--- config.mk ---
export PLATFORM = sky130hd
export DESIGN_NAME = div_mem_sequencer_flat
export DESIGN_NICKNAME = d
export VERILOG_FILES = /design/src/rtl/div_mem_sequencer_if.sv /design/src/rtl/div_mem_sequencer.sv /design/src/flat_wrapper.sv
export SDC_FILE = /design/constraint.sdc
export NUM_CORES = 1
export LEC_CHECK = 0
export BUFFER_PORTS_ARGS = -buffer_cell sky130_fd_sc_hd__buf_2
export CORE_MARGIN = 1.5
export CORE_UTILIZATION = 60
export CTS_BUF_LIST = sky130_fd_sc_hd__clkbuf_8
export DETAILED_ROUTE_END_ITERATION = 12
export HOLD_SLACK_MARGIN = 0.03
export PLACE_DENSITY = 0.86
export SLEW_MARGIN = 5
export SYNTH_ARGS = -nofsm -noshare
export SYNTH_HDL_FRONTEND = slang
export SYNTH_SLANG_ARGS = --single-unit
--- constraint.sdc ---
create_clock -name clk -period 6.1 [get_ports clk]
set_input_delay 0.305 -clock clk [delete_from_list [all_inputs] [get_ports clk]]
set_output_delay 0.305 -clock clk [all_outputs]
set_load 0.03 [all_outputs]
--- src/rtl/div_mem_sequencer_if.sv ---
// Purpose: bundles the run-control and scratch-memory strobe signals of div_mem_sequencer.
// Latency: none, wires only.
// Backpressure: none; the divider handshake is a single div_done pulse per read.
interface div_mem_sequencer_if #(
    parameter int ADDR_W = 16
);
    logic              start;
    logic              div_done;
    logic [ADDR_W-1:0] rd_addr1;
    logic [ADDR_W-1:0] rd_addr2;
    logic              rd_en;
    logic [ADDR_W-1:0] wt_addr;
    logic              wt_en;
    logic              busy;
    logic              done;
    logic              err;

    // Sequencer side: consumes start/div_done, drives every strobe and address.
    modport master (
        input  start,
        input  div_done,
        output rd_addr1,
        output rd_addr2,
        output rd_en,
        output wt_addr,
        output wt_en,
        output busy,
        output done,
        output err
    );

    // Environment side: memory, divider and run controller.
    modport slave (
        output start,
        output div_done,
        input  rd_addr1,
        input  rd_addr2,
        input  rd_en,
        input  wt_addr,
        input  wt_en,
        input  busy,
        input  done,
        input  err
    );
endinterface

--- src/rtl/div_mem_sequencer.sv ---
// Purpose: runs NUM_OPS divisions: read operands, wait for divider, write quotient, pulse done.
// Latency: rd_en one cycle after start, wt_en one cycle after div_done, done one cycle after last wt_en.
// Backpressure: waits in WAIT_DIV for div_done; DIV_MEM_SEQ_WATCHDOG_EN adds a TIMEOUT_CYC abort with err.
module div_mem_sequencer #(
    parameter int ADDR_W      = 16,
    parameter int NUM_OPS     = 32,
    parameter int RD_BASE     = 64,
    parameter int WT_BASE     = 128,
    parameter int PAIR_MODE   = 1,
    parameter int DENOM_ADDR  = 0,
    parameter int TIMEOUT_CYC = 255
) (
    input  logic                clk,
    input  logic                reset,
    div_mem_sequencer_if.master bus
);

    typedef enum logic [2:0] {
        IDLE     = 3'd0,
        ISSUE_RD = 3'd1,
        WAIT_DIV = 3'd2,
        WRITE    = 3'd3,
        FIN      = 3'd4
    } state_t;

    // Address arithmetic is done at ADDR_W bits so it wraps modulo 2^ADDR_W.
    localparam logic [ADDR_W-1:0] RD_BASE_A = ADDR_W'(RD_BASE);
    localparam logic [ADDR_W-1:0] WT_BASE_A = ADDR_W'(WT_BASE);
    localparam logic [ADDR_W-1:0] DENOM_A   = ADDR_W'(DENOM_ADDR);
    localparam logic [ADDR_W-1:0] LAST_K    = ADDR_W'(NUM_OPS - 1);
    localparam logic [ADDR_W-1:0] ONE_A     = ADDR_W'(1);

    if (NUM_OPS < 1) begin : g_bad_num_ops
        $error("div_mem_sequencer: NUM_OPS must be at least 1");
    end
    if (TIMEOUT_CYC < 1) begin : g_bad_timeout
        $error("div_mem_sequencer: TIMEOUT_CYC must be at least 1");
    end

    state_t            state_q, state_d;
    logic [ADDR_W-1:0] k_q, k_d;
    logic [ADDR_W-1:0] rd_addr1_q, rd_addr1_d;
    logic [ADDR_W-1:0] rd_addr2_q, rd_addr2_d;
    logic [ADDR_W-1:0] wt_addr_q, wt_addr_d;
    logic              rd_en_q, rd_en_d;
    logic              wt_en_q, wt_en_d;
    logic              busy_q, busy_d;
    logic              done_q, done_d;

`ifdef DIV_MEM_SEQ_WATCHDOG_EN
    // Counter only has to reach TIMEOUT_CYC-1: that value marks the last WAIT_DIV cycle.
    localparam int             WD_W   = (TIMEOUT_CYC > 1) ? $clog2(TIMEOUT_CYC) : 1;
    localparam logic [WD_W-1:0] WD_LIM = WD_W'(TIMEOUT_CYC - 1);
    localparam logic [WD_W-1:0] WD_ONE = WD_W'(1);

    logic [WD_W-1:0] wd_q, wd_d;
    logic            err_q, err_d;
`endif

    // State, op index and registered outputs.
    always_ff @(posedge clk) begin
        if (reset) begin
            state_q    <= IDLE;
            k_q        <= '0;
            rd_addr1_q <= '0;
            rd_addr2_q <= '0;
            wt_addr_q  <= '0;
            rd_en_q    <= 1'b0;
            wt_en_q    <= 1'b0;
            busy_q     <= 1'b0;
            done_q     <= 1'b0;
`ifdef DIV_MEM_SEQ_WATCHDOG_EN
            wd_q       <= '0;
            err_q      <= 1'b0;
`endif
        end else begin
            state_q    <= state_d;
            k_q        <= k_d;
            rd_addr1_q <= rd_addr1_d;
            rd_addr2_q <= rd_addr2_d;
            wt_addr_q  <= wt_addr_d;
            rd_en_q    <= rd_en_d;
            wt_en_q    <= wt_en_d;
            busy_q     <= busy_d;
            done_q     <= done_d;
`ifdef DIV_MEM_SEQ_WATCHDOG_EN
            wd_q       <= wd_d;
            err_q      <= err_d;
`endif
        end
    end

    // Next state and op index; start and div_done only matter in IDLE and WAIT_DIV.
    always_comb begin
        state_d = state_q;
        k_d     = k_q;
`ifdef DIV_MEM_SEQ_WATCHDOG_EN
        wd_d    = wd_q;
        err_d   = err_q;
`endif
        case (state_q)
            IDLE: begin
                if (bus.start) begin
                    state_d = ISSUE_RD;
                    k_d     = '0;
`ifdef DIV_MEM_SEQ_WATCHDOG_EN
                    err_d   = 1'b0;
`endif
                end
            end
            ISSUE_RD: begin
                state_d = WAIT_DIV;
`ifdef DIV_MEM_SEQ_WATCHDOG_EN
                wd_d    = '0;
`endif
            end
            WAIT_DIV: begin
                if (bus.div_done) begin
                    state_d = WRITE;
                end
`ifdef DIV_MEM_SEQ_WATCHDOG_EN
                else if (wd_q == WD_LIM) begin
                    state_d = FIN;
                    err_d   = 1'b1;
                end else begin
                    wd_d = wd_q + WD_ONE;
                end
`endif
            end
            WRITE: begin
                if (k_q == LAST_K) begin
                    state_d = FIN;
                end else begin
                    state_d = ISSUE_RD;
                    k_d     = k_q + ONE_A;
                end
            end
            FIN: begin
                state_d = IDLE;
            end
            default: begin
                state_d = IDLE;
            end
        endcase
    end

    // Output values for the state being entered, so every output comes straight from a flop.
    always_comb begin
        rd_en_d    = 1'b0;
        wt_en_d    = 1'b0;
        done_d     = 1'b0;
        busy_d     = (state_d != IDLE);
        rd_addr1_d = rd_addr1_q;
        rd_addr2_d = rd_addr2_q;
        wt_addr_d  = wt_addr_q;
        case (state_d)
            ISSUE_RD: begin
                rd_en_d = 1'b1;
                if (PAIR_MODE != 0) begin
                    rd_addr1_d = RD_BASE_A + k_d + k_d;
                    rd_addr2_d = RD_BASE_A + k_d + k_d + ONE_A;
                end else begin
                    rd_addr1_d = RD_BASE_A + k_d;
                    rd_addr2_d = DENOM_A;
                end
            end
            WRITE: begin
                wt_en_d   = 1'b1;
                wt_addr_d = WT_BASE_A + k_d;
            end
            FIN: begin
                done_d = 1'b1;
            end
            default: begin
            end
        endcase
    end

    assign bus.rd_addr1 = rd_addr1_q;
    assign bus.rd_addr2 = rd_addr2_q;
    assign bus.rd_en    = rd_en_q;
    assign bus.wt_addr  = wt_addr_q;
    assign bus.wt_en    = wt_en_q;
    assign bus.busy     = busy_q;
    assign bus.done     = done_q;
`ifdef DIV_MEM_SEQ_WATCHDOG_EN
    assign bus.err      = err_q;
`else
    assign bus.err      = 1'b0;
`endif

endmodule

--- src/flat_wrapper.sv ---
// flat-port wrapper written by rule: the top's interface ports become plain ports
module div_mem_sequencer_flat 
#(
    parameter int ADDR_W      = 16,
    parameter int NUM_OPS     = 32,
    parameter int RD_BASE     = 64,
    parameter int WT_BASE     = 128,
    parameter int PAIR_MODE   = 1,
    parameter int DENOM_ADDR  = 0,
    parameter int TIMEOUT_CYC = 255
)
  (clk, reset, bus_start, bus_div_done, bus_rd_addr1, bus_rd_addr2, bus_rd_en, bus_wt_addr, bus_wt_en, bus_busy, bus_done, bus_err);
  div_mem_sequencer_if #(.ADDR_W(ADDR_W)) bus_i ();
  input  logic clk;
  input  logic reset;
  input wire logic [$bits(bus_i.start)-1:0] bus_start;
  input wire logic [$bits(bus_i.div_done)-1:0] bus_div_done;
  output wire logic [$bits(bus_i.rd_addr1)-1:0] bus_rd_addr1;
  output wire logic [$bits(bus_i.rd_addr2)-1:0] bus_rd_addr2;
  output wire logic [$bits(bus_i.rd_en)-1:0] bus_rd_en;
  output wire logic [$bits(bus_i.wt_addr)-1:0] bus_wt_addr;
  output wire logic [$bits(bus_i.wt_en)-1:0] bus_wt_en;
  output wire logic [$bits(bus_i.busy)-1:0] bus_busy;
  output wire logic [$bits(bus_i.done)-1:0] bus_done;
  output wire logic [$bits(bus_i.err)-1:0] bus_err;
  assign bus_i.start = bus_start;
  assign bus_i.div_done = bus_div_done;
  assign bus_rd_addr1 = bus_i.rd_addr1;
  assign bus_rd_addr2 = bus_i.rd_addr2;
  assign bus_rd_en = bus_i.rd_en;
  assign bus_wt_addr = bus_i.wt_addr;
  assign bus_wt_en = bus_i.wt_en;
  assign bus_busy = bus_i.busy;
  assign bus_done = bus_i.done;
  assign bus_err = bus_i.err;
  div_mem_sequencer #(.ADDR_W(ADDR_W), .NUM_OPS(NUM_OPS), .RD_BASE(RD_BASE), .WT_BASE(WT_BASE), .PAIR_MODE(PAIR_MODE), .DENOM_ADDR(DENOM_ADDR), .TIMEOUT_CYC(TIMEOUT_CYC)) u_core (.clk(clk), .reset(reset), .bus(bus_i));
endmodule
==> run summary, run 1 <==
Hold WC Path Type: primary input to flip-flop
Req. time, crit path: 6.31 ns
Crit. End Element: flip-flop
clk_lat worst skew: 0.31 ns
Setup Skew: 0.007029 ns
WP buf/inv: 2
min-delay src: bus_start
WL/cell: 16.84 um
Slew @ Worst Pin: 0.9477 ns
TritonCTS clock tree: done
Syn Inst Count: 345
r2r startpoint: u_core.state_q[1]$_SDFF_PP0_
Die X: 72.78 um
Seq/Total Area, Yosys: 37.69%
vias: 2709
Reg area: 0.001101 mm2
# fillers: 414
Crit Path Category: flip-flop to flip-flop
Multi-input gate area: 0.001551 mm2
number of buffers created by CTS: 5
largest net degree at the start of global routing: 41
Area Overhead vs Synth: 6.681%
Final ANT Viol Nets: 0
critical path cell sequence: nand3b_1 > nand2_1 > a31o_2 > inv_1 > ha_1 > inv_1 > nor4_2 > a311o_1 > o211ai_1
Mapped Avg Cell Area: 8.468 um2
Largest stage delay, worst path: 0.67 ns
Main synth FF type: dfxtp_1
initial core utilization: 62.27%
Hold Vio Cnt, Final: 0
period utilisation layout: 54.60%
unrepaired setup endpoints after global routing: no
Post-Layout Inst Area: 0.003117 mm2
clock sinks: 55
NumNets Final: 377
Rows: 25
placeable core area: 0.004692 mm2
Antenna Cells: 0
fmax: 0.3003 GHz
full die area: 0.005297 mm2
CTS clk-pin slew, worst paths: 0.10 ns
first-pass GRT wire length: 11890 um
Final Critical Period: 3.330 ns
DIE HEIGHT: 72.78 um
Fin Setup TNS: 0 ns
clk buf depth: 2
DR vias/cell: 6.374
Slowest-stage cell, CP: nand3b_1
initial antenna violation count: 0
Setup WS post-layout: 2.770 ns
# port buffers: 54
vias in the first global route: 2424
Mapped Area: 0.002922 mm2
WP data arrival: 3.54 ns
final slew viol count: 0
hold endpoint: u_core.state_q[0]$_SDFF_PP0_
Yosys reg bits: 55
crit path max fanout: 21
grt total ovfl: 0
Peak supply drop: 0.0001563 V
hold depth: 4
H-tree depth: 2
critical path's top delay family: simple AND/OR/NAND/NOR gates
I/O pin cnt: 57
final setup violation count: 0
placed instance area: 0.003032 mm2
Yosys cell types: 65
WL final: 7156 um
Pleak: 1.305 nW
dpl ws: 2.842 ns
Post-synth EDFFs: 0
Post-DP HPWL: 4981 um
Tot GR Track Use: 28.53%
Slew HR: 36.82%
Clock Tree Root: clkbuf_8
Detailed Routing Iterations Pass 1: 5
share of layout cells above drive strength 1: 21.29%
Async SR Flop Fraction: 0%
Yosys warnings: 0
number of setup buffers added after CTS: 0
# Max-Cap Violations: 0
Worst setup SP type: flip-flop
# DRC: 0
status: completed
P per Cell Area: 211.4 mW/mm2
reg2reg setup slack: 2.77 ns
critical path's most frequent cell: inv_1
worst reg2reg path depth: 9
Starting DRT DRC Count: 361
PostCTS Resize Cnt: 0
CTS Hold Bufs: 0
reg-to-reg endpoint: u_core.bus.rd_addr2[14]$_SDFFE_PP0P_
routability cong.: 0.8625
==> worst reg2reg max path: stages, from the launching register on <==
cell and delay [ns]:
dfxtp_1 0.38, nand3b_1 0.67, nand2_1 0.37, a31o_2 0.40, inv_1 0.08, ha_1 0.22, inv_1 0.09, nor4_2 0.66
a311o_1 0.28, o211ai_1 0.08
==> metrics by stage <==
step,utilization (%),power (mW),cells,hold WS [ns]
floorplan,-,0.4532,346,0.3889
global placement,64.61,0.4683,417,0.4419
detailed placement,64.61,0.4696,417,0.4523
CTS,66.43,0.6595,425,0.4598
global route,66.43,0.6836,425,0.4890
finish,66.43,0.6588,425,0.4609
==> worst max path at each step <==
stage                     cells after the start  slack, ns                                    to                         start
after floorplan                               7       3.41  u_core.bus.rd_addr2[15]$_SDFFE_PP0P_      u_core.k_q[0]$_SDFF_PP0_
after global placement                        6       2.95  u_core.bus.rd_addr2[15]$_SDFFE_PP0P_  u_core.state_q[1]$_SDFF_PP0_
after detailed placement                      6       2.84  u_core.bus.rd_addr2[15]$_SDFFE_PP0P_  u_core.state_q[1]$_SDFF_PP0_
after CTS                                     6       2.82  u_core.bus.rd_addr2[15]$_SDFFE_PP0P_  u_core.state_q[1]$_SDFF_PP0_
after global routing                          9       2.56  u_core.bus.rd_addr2[14]$_SDFFE_PP0P_  u_core.state_q[1]$_SDFF_PP0_
final                                         9       2.77  u_core.bus.rd_addr2[14]$_SDFFE_PP0P_  u_core.state_q[1]$_SDFF_PP0_
==> cells in the final DEF, fill, tap and decap left out, drive strengths merged, types with 2 or more instances in the layout <==
cell type,synthesis,layout
nand2,38,38
o31a,2,2
or3,4,4
nand4,10,10
mux2,3,3
a22oi,2,2
mux2i,4,4
nor3,5,5
conb,1,2
o211a,3,3
inv,9,10
a21o,3,3
a211oi,11,11
nor4,11,11
buf,24,55
a21oi,22,22
nand3b,2,2
a31o,2,2
clkbuf,14,5
xnor2,5,5
or4b,2,2
o211ai,5,5
and4,5,5
nand3,21,21
a31oi,2,2
dfxtp,55,55
a32oi,4,4
nor2,30,30
ha,3,3
and2,6,6
and3,3,3
a311o,2,2
or4,3,3
o21ai,9,9
o311ai,4,4
a211o,3,3
==> where the power goes <==
group          leakage, nW  total, mW  internal, mW  switching (mW)
Combinational        0.815     0.0875        0.0224          0.0651
Sequential           0.445      0.375         0.368         0.00621
Clock               0.0453      0.197        0.0789           0.118
==> metal layers <==
layer	global-route usage, %	up-vias	share of wire, %
met5	0	-	0
met4	9.224	0	1.4
met3	5.110	11	6.4
met2	44.04	119	47
met1	40.49	1268	46
li1	-	1311	-
==> final cells by class <==
cell class	instances	area share [%]
multi-input cells	244	49.78
flip-flops and latches	55	35.33
repair buffers	55	8.912
clock buffers	5	2.208
well taps	54	2.168
inverters	9	1.084
clock inverters	3	0.5219
==> logic make-up (layout without fill, tap and decap cells) <==
family | Yosys count | in the layout | synth area share, %
buf+inv | 47 | 72 | 9.336
xor+xnor | 6 | 6 | 1.799
flops | 55 | 55 | 37.69
compound gates | 82 | 82 | 20.64
simple gates | 144 | 144 | 26.47
mux | 7 | 7 | 2.655
fa+ha+maj | 3 | 3 | 1.285
other cells | 1 | 2 | 0.1284
==> synthesized netlist by cell type, types with 2 or more instances <==
library cell	n	share of area (%)
dfxtp_1	55	38
nand2_1	38	4.9
nor2_1	30	3.9
a21oi_1	22	3.8
nand3_1	21	3.6
buf_4	20	5.1
clkbuf_1	13	1.7
inv_1	9	1.2
nand4_1	9	1.9
a211oi_1	8	2.1
nor4_1	8	1.7
o21ai_0	8	1.4
and2_1	5	1.1
nor3_1	5	0.86
o211ai_1	5	1.3
xnor2_1	5	1.5
a32oi_1	4	1.2
mux2i_1	4	1.4
or3_1	4	0.86
a211o_1	3	0.90
a21o_1	3	0.77
and4_1	3	0.90
ha_1	3	1.3
nor4_2	3	1.3
o211a_1	3	1.0
o311ai_0	3	0.90
a211oi_2	2	0.86
a22oi_1	2	0.51
a311o_1	2	0.69
a31oi_1	2	0.43
and3_1	2	0.43
and4_4	2	0.77
buf_2	2	0.34
buf_6	2	0.77
mux2_2	2	0.77
nand3b_1	2	0.51
o31a_1	2	0.60
or4_1	2	0.51
==> sequential cells by signal (all words and copies together), names as in the netlist <==
register	count
u_core.state_q	3
u_core.bus.wt_addr	16
u_core.bus.wt_en	1
u_core.bus.done	1
u_core.bus.busy	1
u_core.bus.rd_en	1
u_core.k_q	16
u_core.bus.rd_addr2	16
Power figures use the tool's default switching activity.
==> run 2, diff against run 1 <==
- CORE_UTILIZATION: 60 -> 57
- PLACE_DENSITY: 0.86 -> 0.82
- clock period: 6.1 -> 3.1 ns (I/O delays scaled with it)
==> run 2 against run 1 <==
Effect of this change:
- sequential power rose by 97%
- first-iteration DRC count rose by 12%
- flip-flop and latch count did not move
- global-route usage fell by 0.93 points
- critical path type unchanged
==> run summary, run 2 (synthesis gave the netlist of run 1 again) <==
Die X: 74.59 um (+2.5%)
WP data arrival: 3.22 ns (-0.32 ns)
critical path cell sequence: ha_1 > nand4_1 > nor4_1 > mux2_2 > or4_4 > or4_1 > nand3_1
H-tree depth: 2 (unchanged)
Post-Layout Inst Area: 0.003208 mm2 (+2.9%)
critical path's top delay family: simple AND/OR/NAND/NOR gates
Tot GR Track Use: 27.60% (-0.93 points)
placeable core area: 0.004817 mm2 (+2.7%)
Crit Path Category: flip-flop to flip-flop
Antenna Cells: 0 (unchanged)
PostCTS Resize Cnt: 0 (unchanged)
Detailed Routing Iterations Pass 1: 5 (unchanged)
# port buffers: 54 (unchanged)
status: completed
clk buf depth: 2 (unchanged)
crit path max fanout: 6 (-71%)
full die area: 0.005564 mm2 (+5.0%)
clk_lat worst skew: 0.30 ns (about the same)
DR vias/cell: 6.158 (-3.4%)
largest net degree at the start of global routing: 40 (-2.4%)
initial core utilization: 60.65% (-1.6 points)
Final ANT Viol Nets: 0 (unchanged)
NumNets Final: 387 (+2.7%)
Area Overhead vs Synth: 9.807%
share of layout cells above drive strength 1: 23.36% (+2.1 points)
Clock Tree Root: clkbuf_8
unrepaired setup endpoints after global routing: no
Final Critical Period: 2.972 ns (-0.3581 ns)
TritonCTS clock tree: done
Final Total Pwr: 1.301 mW (+97%)
Starting DRT DRC Count: 406 (+12%)
Hold Vio Cnt, Final: 0 (unchanged)
initial antenna violation count: 0 (unchanged)
Setup Skew: 0.004228 ns (-0.002801 ns)
Slew HR: 62.65% (+26 points)
dpl ws: 0.1757 ns (-2.666 ns)
Hold WC Path Type: primary input to flip-flop
Slowest-stage cell, CP: nor4_1
final slew viol count: 0 (unchanged)
grt total ovfl: 0 (unchanged)
Post-DP HPWL: 5189 um (+4.2%)
# Max-Cap Violations: 0 (unchanged)
clock sinks: 55 (unchanged)
commonest non-fill, non-tap cells in the layout: dfxtp_1 (55), buf_2 (54), nand2_1 (38), nor2_1 (30), a21oi_1 (22)
period utilisation layout: 95.88% (+41 points)
I/O pin cnt: 57 (unchanged)
Slew @ Worst Pin: 0.5565 ns (-0.3911 ns)
Placed Cells: 440 (+5.5%)
final setup violation count: 0 (unchanged)
Largest stage delay, worst path: 0.50 ns (-0.17 ns)
number of setup buffers added after CTS: 0 (unchanged)
Rows: 25 (unchanged)
Fin Setup TNS: 0 ns (unchanged)
WP buf/inv: 0 (-2)
vias in the first global route: 2448 (+0.99%)
Peak supply drop: 0.0003203 V (+100%)
placed instance area: 0.003123 mm2 (+3.0%)
Cell Count, Final, Fillers Out: 448 (+5.4%)
CTS Hold Bufs: 0 (unchanged)
Crit. End Element: flip-flop
Setup WS post-layout: 0.1278 ns (-2.642 ns)
# DRC: 0 (unchanged)
number of buffers created by CTS: 5 (unchanged)
Worst setup SP type: flip-flop
DIE HEIGHT: 74.59 um (+2.5%)
P per Cell Area: 405.5 mW/mm2 (+92%)
fmax: 0.3365 GHz (+12%)
vias: 2759 (+1.8%)
Pleak: 1.353 nW (+3.6%)
WL final: 7276 um (+1.7%)
commonest non-fill, non-tap cell in the layout: dfxtp_1
first-pass GRT wire length: 11850 um (-0.29%)
WL/cell: 16.24 um (-3.5%)
Req. time, crit path: 3.35 ns (-2.96 ns)
CTS clk-pin slew, worst paths: 0.09 ns (about the same)
routability cong.: 0.8881 (+3.0%)
[run 2: cell types whose count changed in the layout (fill, tap and decap cells not counted), sizes merged]
cell | previous run | this run
buf | 55 | 65
[run 2: layer usage]
layer  part of all wire, %  GRT usage [%]
met4                   1.4          11.72
met5                     0              0
met1                    46          39.38
met2                    45          41.57
met3                   6.7          4.201
[run 2: worst paths after layout]
check	startpoint	end	slack (ns)	cells past startpoint
worst min-delay path	reset	u_core.bus.rd_addr2[6]$_SDFFE_PP0P_	0.31	3
worst max register to register	u_core.k_q[0]$_SDFF_PP0_	u_core.bus.rd_addr2[15]$_SDFFE_PP0P_	0.13	7
worst max-delay path	u_core.k_q[0]$_SDFF_PP0_	u_core.bus.rd_addr2[15]$_SDFFE_PP0P_	0.13	7
worst min register to register	u_core.bus.wt_addr[9]$_SDFFE_PP0P_	u_core.bus.wt_addr[9]$_SDFFE_PP0P_	0.46	2
[run 2: power by group]
part / switching, mW / total (mW) / internal (mW)
Sequential: 0.0121 / 0.737 / 0.725
Clock: 0.229 / 0.384 / 0.155
Combinational: 0.130 / 0.180 / 0.0503
[run 2: per-stage QoR]
step	hold WS, ns	util, %
after global placement	0.4404	64.83
after detailed placement	0.4490	64.83
after global routing	0.3285	66.60
after CTS	0.2966	66.60
after floorplan	0.2389	-
final	0.3072	66.60
[run 2: cell type report]
cell class                 count  area [um2]
clock inverter                 3       16.27
tap                           67       83.83
fill                         429        1609
inverter                       9       33.78
multi-input combinational    244        1551
sequential                    55        1101
clock buffer                   5       68.82
timing repair buffer          65       352.8
[run 2: worst register-to-register path: cells and delay by family, from the launching register on]
kind	cells	cell delay [ns]
adders and majority gates	1	0.26
muxes	1	0.46
DFF	1	0.41
and+or+nand+nor	5	1.80
==> run 3, diff against run 2 <==
- BUFFER_PORTS_ARGS: -buffer_cell sky130_fd_sc_hd__buf_2 -> default
- CORE_UTILIZATION: 57 -> 60
- DONT_BUFFER_PORTS: default -> 1
- PLACE_DENSITY: 0.82 -> 0.76
==> run 3 against run 2 <==
Effect of this change:
- worst hold slack worse by 0.19 ns
- critical endpoint unchanged
- total power is 0.77% higher
- sequential power increased by 5.6%
- fmax up 2.3%
- critical path depth stayed put
- highest routed layer unchanged
- clock power grew 5.7%
- die area is 4.8% lower
==> run summary, run 3 (synthesis gave the netlist of run 1 again) <==
status: completed
WL final: 7236 um (-0.55%)
Slew HR: 56.73% (-5.9 points)
Largest stage delay, worst path: 0.49 ns (about the same)
r2r startpoint: u_core.k_q[0]$_SDFF_PP0_
H-tree depth: 2 (unchanged)
Starting DRT DRC Count: 149 (-63%)
Worst setup SP type: flip-flop
worst reg2reg path depth: 7 (unchanged)
vias: 2522 (-8.6%)
commonest non-fill, non-tap cell in the layout: dfxtp_1
CTS clk-pin slew, worst paths: 0.10 ns (about the same)
# Max-Cap Violations: 0 (unchanged)
clk buf depth: 2 (unchanged)
Die X: 72.78 um (-2.4%)
Post-DP HPWL: 4861 um (-6.3%)
grt total ovfl: 0 (unchanged)
initial core utilization: 62.27% (+1.6 points)
fmax: 0.3441 GHz (+2.3%)
min-delay src: reset
Req. time, crit path: 3.36 ns (about the same)
TritonCTS clock tree: done
Hold Vio Cnt, Final: 0 (unchanged)
first-pass GRT wire length: 12000 um (+1.2%)
number of setup buffers added after CTS: 0 (unchanged)
DIE HEIGHT: 72.78 um (-2.4%)
critical path cell sequence: ha_1 > nand4_1 > nor4_2 > mux2_2 > or4_4 > or4_1 > nand3_1
Fin Setup TNS: 0 ns (unchanged)
crit path max fanout: 6 (unchanged)
Tot GR Track Use: 28.77% (+1.2 points)
P per Cell Area: 443.4 mW/mm2 (+9.3%)
NumNets Final: 334 (-14%)
Slew @ Worst Pin: 0.6481 ns (+0.09157 ns)
Area Overhead vs Synth: 1.199%
Cell Count, Final, Fillers Out: 382 (-15%)
clock sinks: 55 (unchanged)
share of layout cells above drive strength 1: 11.59% (-12 points)
Crit. End Element: flip-flop
largest net degree at the start of global routing: 39 (-2.5%)
Pleak: 1.070 nW (-21%)
Crit Path Category: flip-flop to flip-flop
Peak supply drop: 0.0003057 V (-4.6%)
unrepaired setup endpoints after global routing: no
full die area: 0.005297 mm2 (-4.8%)
Setup Skew: 0.005965 ns (+0.001737 ns)
routability cong.: 0.9489 (+6.8%)
reg2reg setup slack: 0.19 ns (+0.07 ns)
period utilisation layout: 93.74% (-2.1 points)
Slowest-stage cell, CP: or4_4
Hold WC Path Type: primary input to flip-flop
WL/cell: 18.94 um (+17%)
Detailed Routing Iterations Pass 1: 4 (-1)
final slew viol count: 0 (unchanged)
Clock Tree Root: clkbuf_8
# DRC: 0 (unchanged)
commonest non-fill, non-tap cells in the layout: dfxtp_1 (55), nand2_1 (38), nor2_1 (30), a21oi_1 (22), nand3_1 (21)
DR vias/cell: 6.602 (+7.2%)
vias in the first global route: 2436 (-0.49%)
clk_lat worst skew: 0.31 ns (about the same)
worst hold slack: 0.1159 ns (-0.1913 ns)
final setup violation count: 0 (unchanged)
# fillers: 410 (-4.4%)
hold endpoint: u_core.k_q[14]$_SDFF_PP0_
reg-to-reg endpoint: u_core.bus.rd_addr2[15]$_SDFFE_PP0P_
Final ANT Viol Nets: 0 (unchanged)
WP data arrival: 3.16 ns (-0.06 ns)
Antenna Cells: 0 (unchanged)
initial antenna violation count: 0 (unchanged)
Rows: 25 (unchanged)
Final Critical Period: 2.906 ns (-0.06626 ns)
Placed Cells: 373 (-15%)
placeable core area: 0.004692 mm2 (-2.6%)
hold depth: 2 (-1)
# port buffers: 0 (-100%)
number of buffers created by CTS: 5 (unchanged)
I/O pin cnt: 57 (unchanged)
[run 3: routing by layer]
layer	vias to the layer above	wire length, um	GRT usage [%]	share of wire [%]
li1	1218	-	-	-
met5	-	0	0	0
met4	0	145	11.53	2.0
met2	93	3239	43.43	45
met1	1199	3261	40.34	45
met3	12	589	5.663	8.1
[run 3: what timing repair did]
item / 4_1_cts / 5_1_grt
endpoints found under the setup margin: 0 / 1
endpoints found under the hold margin: 38 / 0
hold buffers: 1 / 0
resized for setup: 0 / 1
[run 3: final cells by class]
cell class              count  area (um2)  area share [%]
multi-input cells         244        1558           52.69
well taps                  54       67.56           2.285
repair buffers             12       102.6           3.470
inverters                   9       33.78           1.143
clock inverters             3       25.02          0.8464
flip-flops and latches     55        1101           37.24
clock buffers               5       68.82           2.328
[run 3: worst max path at each step]
stage,start,endpoint,cells after the start
finish,u_core.k_q[0]$_SDFF_PP0_,u_core.bus.rd_addr2[15]$_SDFFE_PP0P_,7
global route,u_core.k_q[0]$_SDFF_PP0_,u_core.bus.rd_addr2[15]$_SDFFE_PP0P_,7
CTS,u_core.k_q[0]$_SDFF_PP0_,u_core.bus.rd_addr2[15]$_SDFFE_PP0P_,7
detailed placement,u_core.k_q[0]$_SDFF_PP0_,u_core.bus.rd_addr2[15]$_SDFFE_PP0P_,7
global placement,u_core.k_q[0]$_SDFF_PP0_,u_core.bus.rd_addr2[15]$_SDFFE_PP0P_,7
floorplan,u_core.k_q[0]$_SDFF_PP0_,u_core.bus.rd_addr2[15]$_SDFFE_PP0P_,7
[run 3: critical path: cells and delay by family (launching register included)]
| kind | cells | cell delay, ns |
|---|---|---|
| simple gates | 5 | 1.74 |
| mux | 1 | 0.45 |
| flops | 1 | 0.40 |
| fa+ha+maj | 1 | 0.25 |
[run 3: power by group]
| part | switching, mW | total, mW | internal, mW |
|---|---|---|---|
| Clock | 0.244 | 0.406 | 0.162 |
| Sequential | 0.0527 | 0.778 | 0.725 |
| Combinational | 0.0859 | 0.127 | 0.0410 |
| Total | 0.383 | 1.31 | 0.928 |
[run 3: per-stage QoR]
stage / area [um2] / util [%] / worst slack, ns / total power [mW]
floorplan: 2925 / - / 0.4095 / 0.8918
CTS: 2950 / 62.88 / 0.1198 / 1.318
finish: 2957 / 63.01 / 0.1941 / 1.311
global route: 2957 / 63.01 / 0.03666 / 1.356
global placement: 2836 / 60.45 / 0.2493 / 0.9079
detailed placement: 2836 / 60.45 / 0.1879 / 0.9105
